===== src/rtl/gpio_seq.sv =====
// gpio_seq: register-programmed pattern sequencer.
// Every PERIOD clocks it writes the next of four 32-bit patterns
// (PAT0..PAT3) to the data register (offset 0x4) of a GPIO peripheral
// through a simple req/ack master port.
// Optional build macro GPIO_SEQ_IRQ_EN adds output irq_o. It pulses for
// one cycle after each acknowledged write of PAT3.
`timescale 1ns/1ps

module gpio_seq #(
  parameter logic [31:0] GPIO_BASE = 32'h0,
  parameter int          PERIOD_W  = 24
) (
  input  logic        clk,
  input  logic        rst,
  input  logic        we_i,
  input  logic        req_i,
  input  logic [31:0] addr_i,
  input  logic [31:0] data_i,
  output logic [31:0] data_o,
  output logic        ack_o,
  output logic        m_req_o,
  output logic        m_we_o,
  output logic [31:0] m_addr_o,
  output logic [31:0] m_data_o,
  input  logic        m_ack_i
`ifdef GPIO_SEQ_IRQ_EN
  ,
  output logic        irq_o
`endif
);

  typedef enum logic [1:0] {
    ST_IDLE  = 2'd0,
    ST_WAIT  = 2'd1,
    ST_WRITE = 2'd2
  } state_t;

  localparam logic [4:0] OFF_CTRL   = 5'h00;
  localparam logic [4:0] OFF_PERIOD = 5'h04;
  localparam logic [4:0] OFF_STATUS = 5'h08;
  localparam logic [PERIOD_W-1:0] PERIOD_ONE = 1;

  state_t              state_reg;
  logic                en_reg;
  logic                oneshot_reg;
  logic [PERIOD_W-1:0] period_reg;
  logic [PERIOD_W-1:0] count_reg;
  logic [1:0]          idx_reg;
  logic [31:0]         pat_reg [4];
  logic [31:0]         m_data_reg;

  logic [4:0]          offs;
  logic                wr_en;
  logic                wr_ctrl;
  logic [PERIOD_W-1:0] count_last;
  logic                busy;
  logic                unused_addr;

  assign offs        = addr_i[4:0];
  assign wr_en       = req_i & we_i;
  assign wr_ctrl     = wr_en && (offs == OFF_CTRL);
  assign busy        = (state_reg != ST_IDLE);
  assign unused_addr = ^addr_i[31:5];

  // Last counter value of a WAIT interval; PERIOD=0 behaves like PERIOD=1.
  assign count_last = (period_reg == '0) ? '0 : (period_reg - PERIOD_ONE);

  assign ack_o = req_i;

  // PERIOD register, read by the FSM live at every WAIT comparison.
  always_ff @(posedge clk) begin
    if (rst) begin
      period_reg <= '0;
    end else if (wr_en && (offs == OFF_PERIOD)) begin
      period_reg <= data_i[PERIOD_W-1:0];
    end
  end

  // Pattern registers PAT0..PAT3 at 0x10..0x1C, one writer per entry.
  generate
    for (genvar gi = 0; gi < 4; gi++) begin : g_pat
      localparam logic [4:0] PAT_OFF = 5'(16 + 4 * gi);
      // Capture software writes to this pattern slot.
      always_ff @(posedge clk) begin
        if (rst) begin
          pat_reg[gi] <= '0;
        end else if (wr_en && (offs == PAT_OFF)) begin
          pat_reg[gi] <= data_i;
        end
      end
    end
  endgenerate

  // Sequencer FSM plus CTRL. A software CTRL write is applied last so that
  // it overrides the one-shot auto-clear in the same cycle.
  always_ff @(posedge clk) begin
    if (rst) begin
      state_reg   <= ST_IDLE;
      en_reg      <= 1'b0;
      oneshot_reg <= 1'b0;
      count_reg   <= '0;
      idx_reg     <= 2'd0;
      m_data_reg  <= '0;
    end else begin
      case (state_reg)
        ST_IDLE: begin
          m_data_reg <= '0;
          if (en_reg) begin
            state_reg <= ST_WAIT;
            count_reg <= '0;
            idx_reg   <= 2'd0;
          end
        end
        ST_WAIT: begin
          if (!en_reg) begin
            state_reg <= ST_IDLE;
            count_reg <= '0;
            idx_reg   <= 2'd0;
          end else if (count_reg >= count_last) begin
            // >= rather than == so a PERIOD shrunk mid-interval cannot
            // strand the counter past its terminal value.
            state_reg  <= ST_WRITE;
            m_data_reg <= pat_reg[idx_reg];
          end else begin
            count_reg <= count_reg + PERIOD_ONE;
          end
        end
        ST_WRITE: begin
          if (m_ack_i) begin
            count_reg  <= '0;
            m_data_reg <= '0;
            if (oneshot_reg && (idx_reg == 2'd3)) begin
              state_reg <= ST_IDLE;
              idx_reg   <= 2'd0;
              en_reg    <= 1'b0;
            end else if (!en_reg) begin
              state_reg <= ST_IDLE;
              idx_reg   <= 2'd0;
            end else begin
              state_reg <= ST_WAIT;
              idx_reg   <= idx_reg + 2'd1;
            end
          end
        end
        default: begin
          state_reg  <= ST_IDLE;
          count_reg  <= '0;
          idx_reg    <= 2'd0;
          m_data_reg <= '0;
        end
      endcase
      if (wr_ctrl) begin
        en_reg      <= data_i[0];
        oneshot_reg <= data_i[1];
      end
    end
  end

  // Master port: driven only while WRITE; data frozen at WRITE entry.
  always_comb begin
    m_req_o  = (state_reg == ST_WRITE);
    m_we_o   = (state_reg == ST_WRITE);
    m_addr_o = (state_reg == ST_WRITE) ? (GPIO_BASE + 32'h4) : 32'h0;
    m_data_o = m_data_reg;
  end

  // Register read mux; unmapped offsets and reset read as zero.
  always_comb begin
    data_o = 32'h0;
    if (!rst) begin
      case (offs)
        OFF_CTRL:   data_o = {30'h0, oneshot_reg, en_reg};
        OFF_PERIOD: data_o[PERIOD_W-1:0] = period_reg;
        OFF_STATUS: data_o = {28'h0, idx_reg, 1'b0, busy};
        5'h10:      data_o = pat_reg[0];
        5'h14:      data_o = pat_reg[1];
        5'h18:      data_o = pat_reg[2];
        5'h1C:      data_o = pat_reg[3];
        default:    data_o = 32'h0;
      endcase
    end
  end

`ifdef GPIO_SEQ_IRQ_EN
  logic irq_reg;

  // One-cycle pulse following the acknowledged write of PAT3.
  always_ff @(posedge clk) begin
    if (rst) begin
      irq_reg <= 1'b0;
    end else begin
      irq_reg <= (state_reg == ST_WRITE) && m_ack_i && (idx_reg == 2'd3);
    end
  end

  assign irq_o = irq_reg;
`endif

endmodule


===== config.mk =====
export PLATFORM = sky130hd
export DESIGN_NAME = gpio_seq
export DESIGN_NICKNAME = d
export VERILOG_FILES = /design/src/rtl/gpio_seq.sv
export SDC_FILE = /design/constraint.sdc
export NUM_CORES = 1
export LEC_CHECK = 0
export ABC_CLOCK_PERIOD_IN_PS = 6170
export CAP_MARGIN = 20
export CORE_MARGIN = 2
export CORE_UTILIZATION = 55
export DETAILED_ROUTE_END_ITERATION = 10
export PLACE_DENSITY_LB_ADDON = 0.3
export SYNTH_ARGS = -nofsm -noshare
export SYNTH_HDL_FRONTEND = slang
export SYNTH_SLANG_ARGS = --single-unit

===== constraint.sdc =====
create_clock -name clk -period 6.17 [get_ports clk]
set_clock_uncertainty 0.1 [all_clocks]
set_input_delay 1.5425 -clock clk [delete_from_list [all_inputs] [get_ports clk]]
set_output_delay 1.5425 -clock clk [all_outputs]
set_load 0.005 [all_outputs]

==> out/metrics.cfg <==
[floorplan]
die_y_um=151
start_util=0.561
io_pins=168
die_w_um=151
dieArea_sq_mm=0.0227
core_area_sq_mm=0.0211
rows=53

[finish]
fin_area_sq_mm=0.0139
num_antenna_cells=0
fin_util=0.658
largest_reg_flops=128
drive_above_1_share=0.118
syn_to_final_growth_pct=17.2
instances_no_fill=1536
fin_nets=1341

[detailed_routing]
vias_per_cell=6.31
post_drt_wl_per_cell_um=22.5
drt_wl_total_mm=34.5
dr.first_iter.drc_count=1070
firstDrtPassIters=5
num_vias=9687
drc=0
postRouteAntennaNets=0

[placement]
dp_cells=1494
place_area_sq_mm=0.0132
routabilityCongestion=0.869
hpwlAfterDp_mm=22.2
pre_cts_slack_ns=0.509
port_buffers=109

[clock_tree]
cts_setup_buffers=0
cts_made_buffers=23
root_buffer=clkbuf_16
hold_buffers=0
cts_max_level=1
clk_pin_slew_worst_paths_ns=0.06
clk_latency_ns=0.54
cts_resized=0
cts_tree=built
cts_sinks=216
cts_buffer_depth=3

[timing]
tightest_slew_ns=1.14
setup_tns_ns=0
rsz0062_at_grt=no
hold_slack_ns=0.369
setup_violations=0
period_minus_slack_ns=5.73
fin_ws_ns=0.442
max_freq_mhz=175
hold_violations=0
relSlewSlack=0.239
slew_violations=0
layout_worst_path_cycle_share=0.928

[power]
power.density_mw_per_mm2=234
max-vdd-ir-drop_mv=0.167
leakage_nw=4.88
p_total_mw=3.25

[synthesis]
synthTopCellsByCount=and2_1 (149), edfxtp_1 (128), nand2_1 (121)
synth_edf_count=128
ys_seq_area_frac=0.474
netlist_instances=1152
ys_seq_elements=216
yosysTopAreaCell=edfxtp_1
yosys_most_used_dff=edfxtp_1
async_reset_ff_frac=0
avgSynthCellArea_sq_um=10.3
yosys_warnings=0
yosysMostFrequentCell=and2_1
synth_top_area_frac=0.325
synth_area_sq_mm=0.0118
ys_types=64
synthTopCellsByArea=edfxtp_1 (32%), dfxtp_1 (15%), and2_1 (7.9%)

[outcome]
outcome=finished, final reports clean

[worst_setup_path]
cp_num_buf_inv=3
cp-end-kind=output pin
critPathArrivalTime_ns=4.09
startpoint_type=input port
crit_slowest_cell=clkdlybuf4s50_1
required_ns=4.53
path_cells=clkdlybuf4s50_1, nor2_1, nand2_1, buf_4, nor2_1, a221oi_1, a21boi_0, clkdlybuf4s50_1
crit_fanout=8
critPathTopFamily=buffers and inverters
crit_type=in -> out
slowest_delay_ns=0.58

[grt]
antenna_found_initial=0
grt_pass1_vias=9408
grt_max_degree=68
grt_pass1_wl_mm=52.6
grt.total_usage=0.304
gr-total-overflow=0

[hold_path]
hold_path.class=reg -> reg

[job]
max_cap_viol_count=0

[worst paths after layout]
| path | slack (ns) | to | startpoint | depth (start not counted) |
|---|---|---|---|---|
| max | 0.44 | data_o[3] | addr_i[0] | 8 |
| min | 0.37 | m_data_o[26] | m_data_o[26] | 2 |
| max reg2reg | 0.95 | count_reg[12] | period_reg[2] | 14 |
| min reg2reg | 0.37 | m_data_o[26] | m_data_o[26] | 2 |
[layer usage]
| metal | vias to the layer above | track usage | routed length [um] |
|---|---|---|---|
| met5 | - | 0 | 0 |
| met2 | 555 | 0.498 | 16700 |
| met3 | 85 | 0.0561 | 3140 |
| met1 | 4697 | 0.406 | 13700 |
| met4 | 0 | 0.112 | 1020 |
| li1 | 4350 | - | - |
[final cells by class]
type / count / area [sq um]
Inverter: 12 / 45.0
Multi-Input combinational cell: 846 / 5830
Clock inverter: 10 / 63.8
Sequential cell: 216 / 5610
Tap cell: 275 / 344
Clock buffer: 32 / 629
Fill cell: 1652 / 7220
Timing Repair Buffer: 145 / 1350
[cells by family (layout without fill, tap and decap cells)]
| group | after synthesis | after routing | share of synthesized area |
|---|---|---|---|
| compound gates | 232 | 232 | 0.124 |
| xor+xnor | 19 | 19 | 0.0141 |
| fa+ha+maj | 28 | 28 | 0.0296 |
| buf+inv | 120 | 199 | 0.0499 |
| flops | 216 | 216 | 0.474 |
| mux | 86 | 86 | 0.110 |
| other cells | 1 | 31 | 0.000317 |
| simple gates | 450 | 450 | 0.198 |
[cells in the final DEF, fill, tap and decap left out, types with 25 or more instances in the layout]
master,count
nand2_1,121
nand3_1,50
nor2_1,38
nor3_1,25
ha_1,28
conb_1,31
mux2i_1,25
clkdlybuf4s50_1,107
o21ai_0,46
a21oi_1,74
buf_4,36
mux2_2,29
mux4_2,32
dfxtp_1,87
and2_1,149
edfxtp_1,128
[power by group]
part	switching, mW	internal, mW
combinational	0.219	0.124
clock	0.590	0.717
sequential	0.0274	1.57
[worst reg2reg max path, cell delays in order (launching register included)]
cell and delay, ns:
dfxtp_1 0.40, nor4_1 0.72, nand2_1 0.12, nor3_1 0.49, nand2_1 0.50, nand2_1 0.20, ha_1 0.26, a211o_1 0.28
o211ai_2 0.08, and4b_1 0.26, a31oi_4 0.17, or2_2 0.55, buf_4 0.32, or4_1 0.48, a31oi_1 0.19
Note: power is estimated with default switching activity, not from simulation.
